`src/rtl/palette_pkg.sv`:
```
// Shared types and width helpers for the palette write arbiter.
package palette_pkg;

  typedef enum logic [1:0] {
    IDLE  = 2'd0,
    BURST = 2'd1,
    CLEAR = 2'd2
  } state_t;

  typedef enum logic {
    GRANT_HOST = 1'b0,
    GRANT_STRM = 1'b1
  } grant_t;

  function automatic int index_width(input int length);
    return (length > 1) ? $clog2(length) : 1;
  endfunction

  // One extra bit so a burst can cover the whole table.
  function automatic int count_width(input int length);
    return index_width(length) + 1;
  endfunction

endpackage

```
`src/rtl/palette_rr_arb.sv`:
```
// Two-way round-robin arbiter between host writes and the burst stream.
// Grants are permissions; a beat happens when a grant meets its request.
module palette_rr_arb
  import palette_pkg::*;
(
  input  logic clk_i,
  input  logic reset_i,
  input  logic req_host,
  input  logic req_strm,
  input  logic enable,
  output logic gnt_host,
  output logic gnt_strm
);

  grant_t last_grant;

  assign gnt_host = enable && (!req_strm || last_grant == GRANT_STRM);
  assign gnt_strm = enable && (!req_host || last_grant == GRANT_HOST);

  // Starting from "stream last" lets the host win the first tie.
  always_ff @(posedge clk_i) begin
    if (reset_i) begin
      last_grant <= GRANT_STRM;
    end else if (gnt_host && req_host) begin
      last_grant <= GRANT_HOST;
    end else if (gnt_strm && req_strm) begin
      last_grant <= GRANT_STRM;
    end
  end

endmodule

```
`src/rtl/palette_write_arbiter.sv`:
```
// Owns the palette RAM write port: host writes, streamed bursts and a full clear.
// Define PALETTE_WRITE_BLANK_GATE_EN to only advance writes while blank_i is high.
module palette_write_arbiter
  import palette_pkg::*;
#(
  parameter int PALETTE_LENGTH = 256,
  parameter int COLOR_BITS     = 12,
  localparam int IW            = index_width(PALETTE_LENGTH),
  localparam int CW            = count_width(PALETTE_LENGTH)
) (
  input  logic                  clk_i,
  input  logic                  reset_i,
  input  logic                  clear_i,
  input  logic                  blank_i,
  output logic                  busy_o,
  input  logic                  host_valid_i,
  output logic                  host_ready_o,
  input  logic [IW-1:0]         host_index_i,
  input  logic [COLOR_BITS-1:0] host_color_i,
  input  logic                  burst_start_i,
  input  logic [IW-1:0]         burst_base_i,
  input  logic [CW-1:0]         burst_count_i,
  input  logic                  strm_valid_i,
  output logic                  strm_ready_o,
  input  logic [COLOR_BITS-1:0] strm_color_i,
  output logic                  burst_done_o,
  output logic                  pal_wr_en_o,
  output logic [IW-1:0]         pal_wr_index_o,
  output logic [COLOR_BITS-1:0] pal_wr_color_o
);

  state_t        state;
  logic [IW-1:0] wr_ptr;
  logic [CW-1:0] remaining;
  logic [IW-1:0] clr_idx;
  logic          gate;
  logic          in_burst;
  logic          arb_enable;
  logic          gnt_host;
  logic          gnt_strm;
  logic          host_fire;
  logic          strm_fire;

`ifdef PALETTE_WRITE_BLANK_GATE_EN
  assign gate = blank_i;
`else
  logic unused_blank;
  assign unused_blank = blank_i;
  assign gate         = 1'b1;
`endif

  assign in_burst   = (state == BURST);
  assign arb_enable = !clear_i && gate && (state != CLEAR);

  palette_rr_arb u_arb (
    .clk_i    (clk_i),
    .reset_i  (reset_i),
    .req_host (host_valid_i),
    .req_strm (strm_valid_i && in_burst),
    .enable   (arb_enable),
    .gnt_host (gnt_host),
    .gnt_strm (gnt_strm)
  );

  assign host_ready_o = gnt_host;
  assign strm_ready_o = gnt_strm && in_burst;
  assign host_fire    = host_valid_i && host_ready_o;
  assign strm_fire    = strm_valid_i && strm_ready_o;

  // Clear always wins; a clear during a burst drops it without a done pulse.
  always_ff @(posedge clk_i) begin
    if (reset_i) begin
      state          <= IDLE;
      wr_ptr         <= '0;
      remaining      <= '0;
      clr_idx        <= '0;
      busy_o         <= 1'b0;
      burst_done_o   <= 1'b0;
      pal_wr_en_o    <= 1'b0;
      pal_wr_index_o <= '0;
      pal_wr_color_o <= '0;
    end else begin
      pal_wr_en_o  <= 1'b0;
      burst_done_o <= 1'b0;
      busy_o       <= (state != IDLE);

      if (host_fire) begin
        pal_wr_en_o    <= 1'b1;
        pal_wr_index_o <= host_index_i;
        pal_wr_color_o <= host_color_i;
      end

      case (state)
        IDLE: begin
          if (clear_i) begin
            state   <= CLEAR;
            clr_idx <= '0;
          end else if (burst_start_i) begin
            wr_ptr    <= burst_base_i;
            remaining <= burst_count_i;
            if (burst_count_i == '0) begin
              burst_done_o <= 1'b1;
            end else begin
              state <= BURST;
            end
          end
        end

        BURST: begin
          if (clear_i) begin
            state   <= CLEAR;
            clr_idx <= '0;
          end else if (strm_fire) begin
            pal_wr_en_o    <= 1'b1;
            pal_wr_index_o <= wr_ptr;
            pal_wr_color_o <= strm_color_i;
            wr_ptr         <= wr_ptr + IW'(1);
            remaining      <= remaining - CW'(1);
            if (remaining == CW'(1)) begin
              burst_done_o <= 1'b1;
              state        <= IDLE;
            end
          end
        end

        CLEAR: begin
          if (gate) begin
            pal_wr_en_o    <= 1'b1;
            pal_wr_index_o <= clr_idx;
            pal_wr_color_o <= '0;
            clr_idx        <= clr_idx + IW'(1);
            if (clr_idx == {IW{1'b1}}) begin
              state <= IDLE;
            end
          end
        end

        default: state <= IDLE;
      endcase
    end
  end

endmodule

```
`config.mk`:
```
export PLATFORM = sky130hd
export DESIGN_NAME = palette_write_arbiter
export DESIGN_NICKNAME = d
export VERILOG_FILES = /design/src/rtl/palette_pkg.sv /design/src/rtl/palette_rr_arb.sv /design/src/rtl/palette_write_arbiter.sv
export SDC_FILE = /design/constraint.sdc
export NUM_CORES = 1
export LEC_CHECK = 0
export CAP_MARGIN = 25
export CORE_MARGIN = 2
export CORE_UTILIZATION = 50
export CTS_BUF_LIST = sky130_fd_sc_hd__clkbuf_4 sky130_fd_sc_hd__clkbuf_8 sky130_fd_sc_hd__clkbuf_16
export DETAILED_ROUTE_END_ITERATION = 6
export PLACE_DENSITY = 0.83
export SLEW_MARGIN = 20
export SYNTH_ARGS = -nofsm -noshare
export SYNTH_HDL_FRONTEND = slang
export SYNTH_SLANG_ARGS = --single-unit
```
`constraint.sdc`:
```
create_clock -name clk_i -period 2.4 [get_ports clk_i]
set_input_delay 0.48 -clock clk_i [delete_from_list [all_inputs] [get_ports clk_i]]
set_output_delay 0.48 -clock clk_i [all_outputs]
set_load 0.02 [all_outputs]
```
# Yosys cells after proc, flatten, opt, wreduce, memory -nomap -nowiden
# Cells that the tools add are included.
[classes]
n_bitwise = 1
n_mux = 41
n_addsub = 3
eq_ne = 15
reduce_logical = 23
[op_table]
columns = ["operator", "count"]
rows = [
  ["two-way mux 8 bit", 8],
  ["one-hot mux 8 bit (2 select lines)", 3],
  ["two-way mux 12 bit", 3],
  ["two-way mux 9 bit", 4],
  ["one-hot mux 12 bit (2 select lines)", 1],
  ["one-hot mux 9 bit (2 select lines)", 1],
  ["adder 8 x 1 -> 8 bit (second input constant)", 2],
  ["two-way mux 2 bit", 7],
  ["two-way mux 1 bit", 11],
  ["!= test 2 bit (second input constant)", 5],
  ["AND reduction 5 bit", 2],
  ["equality test 9 x 1 -> 1 bit (second input constant)", 1],
  ["zero test 9 bit", 1],
  ["subtractor 9 x 1 -> 9 bit (second input constant)", 1],
  ["equality test 8 bit (second input constant)", 1],
  ["logical AND 1 bit", 8],
  ["nonzero test 2 bit", 4],
  ["!= test 3 x 2 -> 1 bit (second input constant)", 2],
  ["!= test 3 bit (second input constant)", 2],
  ["one-hot mux 2 bit (3 select lines)", 1],
  ["!= test 2 x 1 -> 1 bit (second input constant)", 2],
  ["one-hot mux 1 bit (2 select lines)", 2],
  ["zero test 1 bit", 3],
  ["equality test 2 x 1 -> 1 bit (second input constant)", 1],
  ["6 further kinds", 7],
]
[totals]
reg_bits = 51

# Longest topological paths before layout
# Gate-level depths: netlist (run 1).
[depth]
depth_word = 10
mapped_depth = 9
ltp_nobuf = 6

# By module
# A second synthesis (run 1) with hierarchy kept.
[unflattened]
cells_unflattened = 351
hier_area_um2 = 2881.5
[modules_own_cells]
columns = ["module", "seq_area_each_um2", "instances", "area_each_um2", "cells_per_inst"]
rows = [
  ["palette_write_arbiter", 1001.0, 1, 2820.2, 344],
  ["palette_rr_arb", 20.0, 1, 61.3, 7],
]

# Least setup slack after synthesis (run 1)
# Ideal clock, no wire load.
[synth_path]
kind = "flip-flop to output port"
start = "register state[1]"
end = "output port host_ready_o"
t_arrival_ps = 1841
slack_ps = 79
stages_incl_launch_ff = 7
required_time_ps = 1920
path_cell_list = "dfxtp_1 -> inv_1 -> ha_1 -> nand3b_1 -> clkbuf_1 -> clkbuf_1 -> nor3b_1"
[synth_between]
elab_chain_len = 5
word_cells_on_any_way = 7
cone_classes = "eq/ne (2); reduce/logical (5)"
[synth_lines]
columns = ["item", "line", "rtl"]
rows = [
  ["start: declaration", "palette_write_arbiter.sv:32", "state_t state;"],
  ["start signal: assignment", "palette_write_arbiter.sv:73", "state <= IDLE;"],
  ["start signal: assignment", "palette_write_arbiter.sv:96", "state <= CLEAR;"],
  ["start signal: assignment", "palette_write_arbiter.sv:104", "state <= BURST;"],
  ["equality test 2 x 1 -> 1 bit", "palette_write_arbiter.sv:52", "assign in_burst = (state == BURST);"],
  ["logical AND 1 bit", "palette_write_arbiter.sv:59", ".req_strm (strm_valid_i && in_burst),"],
  ["zero test 1 bit", "palette_rr_arb.sv:17", "assign gnt_host = enable && (!req_strm || last_grant == GRANT_STRM);"],
  ["logical OR 1 bit", "palette_rr_arb.sv:17", ""],
  ["logical AND 1 bit *", "palette_rr_arb.sv:17", ""],
  ["end: declaration", "palette_write_arbiter.sv:17", "output logic host_ready_o,"],
]
# Mark *: on every way between the ends. The rest lies on a longest branch, timed or not.

# Worst setup path in the final report (run 1)
[layout_path]
start = "input port clear_i"
end = "output port strm_ready_o"
[layout_between]
elab_chain_len = 4
[layout_lines]
columns = ["item", "line", "rtl"]
rows = [
  ["start: declaration", "palette_write_arbiter.sv:13", "input logic clear_i,"],
  ["zero test 1 bit", "palette_write_arbiter.sv:53", "assign arb_enable = !clear_i && gate && (state != CLEAR);"],
  ["logical AND 1 bit", "palette_write_arbiter.sv:53", ""],
  ["logical AND 1 bit", "palette_rr_arb.sv:18", "assign gnt_strm = enable && (!req_host || last_grant == GRANT_HOST);"],
  ["logical AND 1 bit", "palette_write_arbiter.sv:66", "assign strm_ready_o = gnt_strm && in_burst;"],
  ["end: declaration", "palette_write_arbiter.sv:24", "output logic strm_ready_o,"],
]
# Every way passes these cells.

==> metrics.md, run 1 <==
| Metric | Value |
|---|---|
| Status | `finished clean` |
| Maximum number of pins on one net before global-route repair | `31` |
| Clock skew | `0.003910 ns` |
| Sw Share | `0.3574` |
| Routed Antenna Nets | `0` |
| Leak | `1.425 nW` |
| Yosys cell types | `62` |
| Final cell count without fillers | `roughly 540` |
| Clock transition at path regs | `about 0.090 ns` |
| Final Critical Period | `between 2 and 2.5 ns` |
| Critical path peak fanout | `7` |
| Reg2Reg Depth | `7` |
| WP buf/inv | `2` |
| All-layer global routing usage | `0.2613` |
| Required time worst endpoint | `between 1.5 and 2 ns` |
| Site Rows | `29` |
| Fin worst setup slack | `around 0.15 ns` |
| Final period util | `0.9360` |
| Crit path depth | `4` |
| Commonest non-fill, non-tap cell in the layout | `clkdlybuf4s50_1` |
| CTS buffer count | `5` |
| Worst r2r src | `state[1]` |
| Hold Crit Class | `reg -> reg` |
| Rel. slew slack | `0.5768` |
| Vias in the first global route | `about 3.2k` |
| Post-DP HPWL | `between 6000 and 7000 microns` |
| CTS root buf | `clkbuf_8` |
| Layout cells sized above 1 | `0.1048` |
| Seq cells post-synth | `51` |
| Hold Vio Cnt, Final | `0` |
| Inst Count DP | `approximately 530` |
| Clock power frac | `0.229` |
| Synthesized Nets | `447` |
| N_diodes | `0` |
| Post-synth EDFFs | `0` |
| Setup Viol. Count Final | `0` |
| Most frequent cells in the layout | `clkdlybuf4s50_1, dfxtp_1, nand2_1` |
| Post-CTS Hold Fix Bufs | `0` |
| Global route overflow | `0` |
| TritonRoute pass-1 iters | `5` |
| CORE AREA | `between 0.006 and 0.007 sq mm` |
| Pre-CTS setup slack | `-0.1433 ns` |
| Worst stage delay on the critical path | `0.51 ns` |
| Max H-tree Level | `2` |
| Nets | `520` |
| Crit. End Element | `output port` |
| Critical path data arrival time | `1.77 ns` |
| Slowest CP cell | `clkdlybuf4s50_1` |
| P_sw | `roughly 1.0 mW` |
| Initial antenna violation count | `0` |
| Min-delay src | `remaining[7]` |
| Largest delay contributor family on the critical path | `buffers and inverters` |
| Post-synthesis average cell area | `roughly 8.3 sq um` |
| Max VDD drop | `0.5413 mV` |
| CTS tree | `yes` |
| Die H | `~84 microns` |
| Drt drc | `0` |
| Combinational Power Share | `0.400` |
| Via count | `between 3k and 4k` |
| WHS Path Cells | `1` |
| Top FF cell, synth | `dfxtp_1` |
| Port-buffer cells | `a little under 80` |
| First-pass GRT wire length | `~15000 microns` |
| Placer congestion estimate | `around 0.85` |
| Slew Limit Fails | `0` |
| Post-synthesis sequential area ratio | `0.3214` |
| Asr flop ratio synth | `0` |
| DR WL/cell | `17.35 microns` |
| Post-DR vias/cell | `6.245` |
| Die Wd | `between 80 and 90 microns` |
| CP startpoint | `clear_i` |
| Io pins | `81` |
| Crit Path Class | `in -> out` |
| P_int | `~1.8 mW` |
| Flop pwr share | `0.371` |
| Worst-path cell chain | `clkdlybuf4s50_1 > nand2b_1 > nor3b_1 > dlygate4sd2_1` |
| Setup bufs post-CTS | `0` |
| RSZ-0062 raised after global routing | `false` |
| Post-CTS sizing | `2` |
| DRT iter0 DRCs | `approximately 270` |
| Clock latency on the worst-skew pair | `0.31 ns` |
| CTS max path bufs | `2` |
| Synthesized area | `between 0.003 and 0.004 sq mm` |
| CTS Sinks | `just over 50` |
| Die ar. | `~0.007 sq mm` |
| Worst-margin pin slew | `about 0.63 ns` |
| PwrDens | `about 670 mW/mm^2` |
| Crit path launch type | `input pin` |
| Fmax | `roughly 450 MHz` |
| Initial Utilization | `0.5090` |
| Final wirelength | `between 9000 and 10000 microns` |
| Mapped Cells | `around 380` |
| Area delta synth->final | `31.74%` |
| Synthesis Warnings | `0` |
| Max Cap Viol | `0` |
[layout make-up]
| type | count | area (sq um) |
|---|---|---|
| Fill cell | 516 | 2056 |
| Multi-Input combinational cell | 290 | 1958 |
| Sequential cell | 51 | 1021 |
| Timing Repair Buffer | 100 | 958.4 |
| Tap cell | 77 | 96.34 |
| Clock buffer | 6 | 82.58 |
| Clock inverter | 2 | 35.03 |
| Inverter | 9 | 33.78 |
[sequential cells by signal (all words and copies together), names as in the netlist]
register / count
pal_wr_color_o: 12
remaining: 9
clr_idx: 8
pal_wr_index_o: 8
wr_ptr: 8
state: 2
burst_done_o: 1
busy_o: 1
pal_wr_en_o: 1
u_arb.last_grant: 1
[power by group through the flow]
stage	clock, mW	sequential [mW]	combinational (mW)
2_1_floorplan	0	1.10	0.639
5_1_grt	0.669	1.05	1.21
4_1_cts	0.638	1.03	1.11
3_3_place_gp	0	1.05	1.07
6_report	0.639	1.03	1.12
3_5_place_dp	0	1.05	1.10
[synth_stat cells (all sizes together) (6+ instances only)]
cell | count | area [sq um]
dfxtp | 51 | 1021
nand2 | 37 | 138.9
nor2 | 31 | 116.4
nand3 | 28 | 145.1
a311oi | 20 | 237.7
a21oi | 19 | 95.09
buf | 18 | 103.8
clkbuf | 16 | 60.06
o31ai | 14 | 105.1
nor3 | 11 | 55.05
inv | 9 | 33.78
nand3b | 9 | 67.56
a21boi | 8 | 60.06
and3 | 8 | 50.05
nand2b | 8 | 50.05
o311ai | 8 | 70.07
ha | 7 | 87.58
nor3b | 6 | 50.05
o21ai | 6 | 30.03
[per-layer routing]
layer	up-vias	wire length [microns]	track usage	part of all wire
li1	1591	-	-	-
met2	125	4441	0.4204	0.48
met5	-	0	0	0
met1	1609	4103	0.3551	0.44
met4	0	177	0.08798	0.019
met3	16	557	0.04550	0.060
[worst paths after layout]
kind,end,slack (ns)
worst max register to register,state[1],0.30
worst min register to register,remaining[7],0.49
worst max-delay path,strm_ready_o,0.15
worst min-delay path,remaining[7],0.49
[stage by stage]
stage | utilization | hold WS, ns | area (sq um) | total power, mW | TNS, ns
global route | 0.6706 | 0.5145 | 4185 | 2.923 | 0
global placement | 0.6522 | 0.4684 | 4070 | 2.121 | -0.1474
CTS | 0.6706 | 0.4881 | 4185 | 2.776 | 0
detailed placement | 0.6522 | 0.4662 | 4070 | 2.154 | -0.2287
floorplan | - | 0.4510 | 3177 | 1.743 | 0
finish | 0.6706 | 0.4886 | 4185 | 2.791 | 0
[cell families (layout without fill, tap and decap cells)]
logic type      count (synthesis)  after routing  synth area share
simple gates                  160            160            0.2639
compound gates                113            113            0.2950
flops                          51             51            0.3214
buf+inv                        43            117           0.06223
fa+ha+maj                       7              7           0.02757
xor+xnor                        6              6           0.01654
mux                             4              4           0.01339
Power figures use the tool's default switching activity.
==> inputs of run 2 (changes only) <==
PLACE_DENSITY = 0.92   (was 0.83)
==> run 2 against run 1 <==
  * Core utilization decreased by 0.080 points
  * Sequential share of layout area barely moved
  * Maximum frequency is essentially flat
  * Count of clock-buffer cells in the layout unchanged
  * Sequential power barely moved
  * Routed wire length grew 5.9%
  * Worst hold slack improved by 0.012 ns
  * Design area decreased by 0.12%
  * Highest routed layer unchanged
  * Cell count rose by 0.19%
  * Combinational power about the same
  * Clock skew rose by 0.0090 ns
  * Critical endpoint is now state[1]
==> metrics.md, run 2 (synthesis gave the netlist of run 1 again) <==
| Metric | Value |
|---|---|
| Vias in the first global route | `3413 (+7.6%)` |
| Clock latency on the worst-skew pair | `0.31 ns (about the same)` |
| Initial antenna violation count | `0 (unchanged)` |
| Pre-CTS setup slack | `-0.1217 ns (+0.02161 ns)` |
| Biggest regs | `pal_wr_color_o: 12 flops, remaining: 9 flops` |
| Max VDD drop | `0.3371 mV (-38%)` |
| Io pins | `81 (unchanged)` |
| Leak | `1.423 nW (-0.18%)` |
| N_diodes | `0 (unchanged)` |
| CORE AREA | `0.006241 sq mm (unchanged)` |
| Clock skew | `0.01288 ns (+0.008975 ns)` |
| PwrDens | `647.0 mW/mm^2 (-3.0%)` |
| Drt drc | `0 (unchanged)` |
| Crit. End Element | `flip-flop` |
| Layout cells sized above 1 | `0.1068 (+0.001950)` |
| CTS buffer count | `5 (unchanged)` |
| Hold Crit Class | `reg -> reg` |
| Area delta synth->final | `31.59%` |
| Max reg flops | `12 (unchanged)` |
| Routed Antenna Nets | `0 (unchanged)` |
| Maximum number of pins on one net before global-route repair | `42 (+35%)` |
| RSZ-0062 raised after global routing | `false` |
| Commonest non-fill, non-tap cell in the layout | `clkdlybuf4s50_1` |
| Util after Layout | `0.6698 (-0.0008010)` |
| Die H | `83.71 microns (unchanged)` |
| Port-buffer cells | `79 (unchanged)` |
| Fin worst setup slack | `0.1537 ns (+0.00006200 ns)` |
| Post-DR vias/cell | `6.530 (+4.6%)` |
| Initial Utilization | `0.5090 (unchanged)` |
| Global route overflow | `0 (unchanged)` |
| CTS max path bufs | `2 (unchanged)` |
| Setup TNS | `0 ns (unchanged)` |
| Rel. slew slack | `0.5465 (-0.03035)` |
| Top reg by flops | `pal_wr_color_o` |
| Critical path data arrival time | `2.44 ns (+0.67 ns)` |
| Post-CTS Hold Fix Bufs | `0 (unchanged)` |
| Fmax | `445.2 MHz (about the same)` |
| CTS tree | `yes` |
| Fill cell count | `485 (-6.0%)` |
| Die Wd | `83.71 microns (unchanged)` |
| First-pass GRT wire length | `16260 microns (+6.8%)` |
| Max H-tree Level | `2 (unchanged)` |
| CTS Sinks | `51 (unchanged)` |
| Die ar. | `0.007007 sq mm (unchanged)` |
| Placer congestion estimate | `0.8876 (+4.9%)` |
| Site Rows | `29 (unchanged)` |
| Via count | `3500 (+4.8%)` |
| All-layer global routing usage | `0.2812 (+0.01991)` |
| Post-DP HPWL | `6689 microns (+0.96%)` |
| Crit path launch type | `flip-flop` |
| Most frequent cells in the layout | `clkdlybuf4s50_1, dfxtp_1, nand2_1` |
| Setup Viol. Count Final | `0 (unchanged)` |
| Crit Path Class | `reg -> reg` |
| Hold Vio Cnt, Final | `0 (unchanged)` |
| Hold_ws | `0.5009 ns (+0.01231 ns)` |
| Nets | `521 (+0.19%)` |
| DR WL/cell | `18.33 microns (+5.7%)` |
| Final period util | `0.9360 (about the same)` |
| CTS root buf | `clkbuf_8` |
| Power, Total | `2.705 mW (-3.1%)` |
| Critical path peak fanout | `41 (+34)` |
| Status | `finished clean` |
| Slew Limit Fails | `0 (unchanged)` |
| Worst-margin pin slew | `0.6758 ns (+0.04099 ns)` |
| Max Cap Viol | `0 (unchanged)` |
| Required time worst endpoint | `2.59 ns (+0.67 ns)` |
| TritonRoute pass-1 iters | `7 (+2)` |
| Clock transition at path regs | `0.10 ns (about the same)` |
| DRT iter0 DRCs | `341 (+25%)` |
| Final wirelength | `9824 microns (+5.9%)` |
| Final Critical Period | `2.246 ns (-0.00006200 ns)` |
run 2: final timing paths:
path                            slack (ns)   endpoint       from  cells past startpoint
worst max-delay path                  0.15   state[1]   state[1]                      7
worst min-delay path                  0.50  wr_ptr[7]  wr_ptr[7]                      2
worst max register to register        0.15   state[1]   state[1]                      7
worst min register to register        0.50  wr_ptr[7]  wr_ptr[7]                      2
run 2: repair_timing:
item / 4_1_cts / 5_1_grt
gates cloned: 0 / 0
setup buffers: 0 / 0
resized for setup: 2 / 1
endpoints found under the setup margin: 2 / 6
run 2: layout make-up:
class | count | area, sq um | area share
Multi-Input combinational cell | 290 | 1958 | 0.4684
Sequential cell | 51 | 1021 | 0.2442
Timing Repair Buffer | 101 | 982.2 | 0.2350
Tap cell | 77 | 96.34 | 0.02305
Clock buffer | 6 | 76.32 | 0.01826
Inverter | 9 | 33.78 | 0.008081
Clock inverter | 2 | 12.51 | 0.002993
run 2: per-layer routing:
metal  part of all wire  wire, microns  up-vias  global-route usage
li1                   -              -     1594                   -
met1               0.41           4056     1681              0.3514
met2               0.49           4786      194              0.4778
met3              0.070            687       31             0.05143
met4              0.030            293        0              0.1129
met5                  0              0        -                   0
run 2: through the flow:
step           instances  cell area, sq um
2_1_floorplan        384              3177
3_3_place_gp         528              4090
3_5_place_dp         528              4090
4_1_cts              536              4177
5_1_grt              536              4180
6_report             536              4180
run 2: critical path, cell delays in order (launching register included):
cell,delay (ns)
dfxtp_1,0.32
inv_1,0.10
ha_1,0.22
buf_6,0.30
and4bb_4,0.37
and4_1,0.24
o221a_2,0.23
mux2_1,0.32
run 2: where the power goes:
part	internal [mW]	switching, mW	total [mW]	leakage, nW
clock network	0.216	0.301	0.517	0.0446
registers	0.953	0.0827	1.04	0.416
logic	0.520	0.632	1.15	0.962
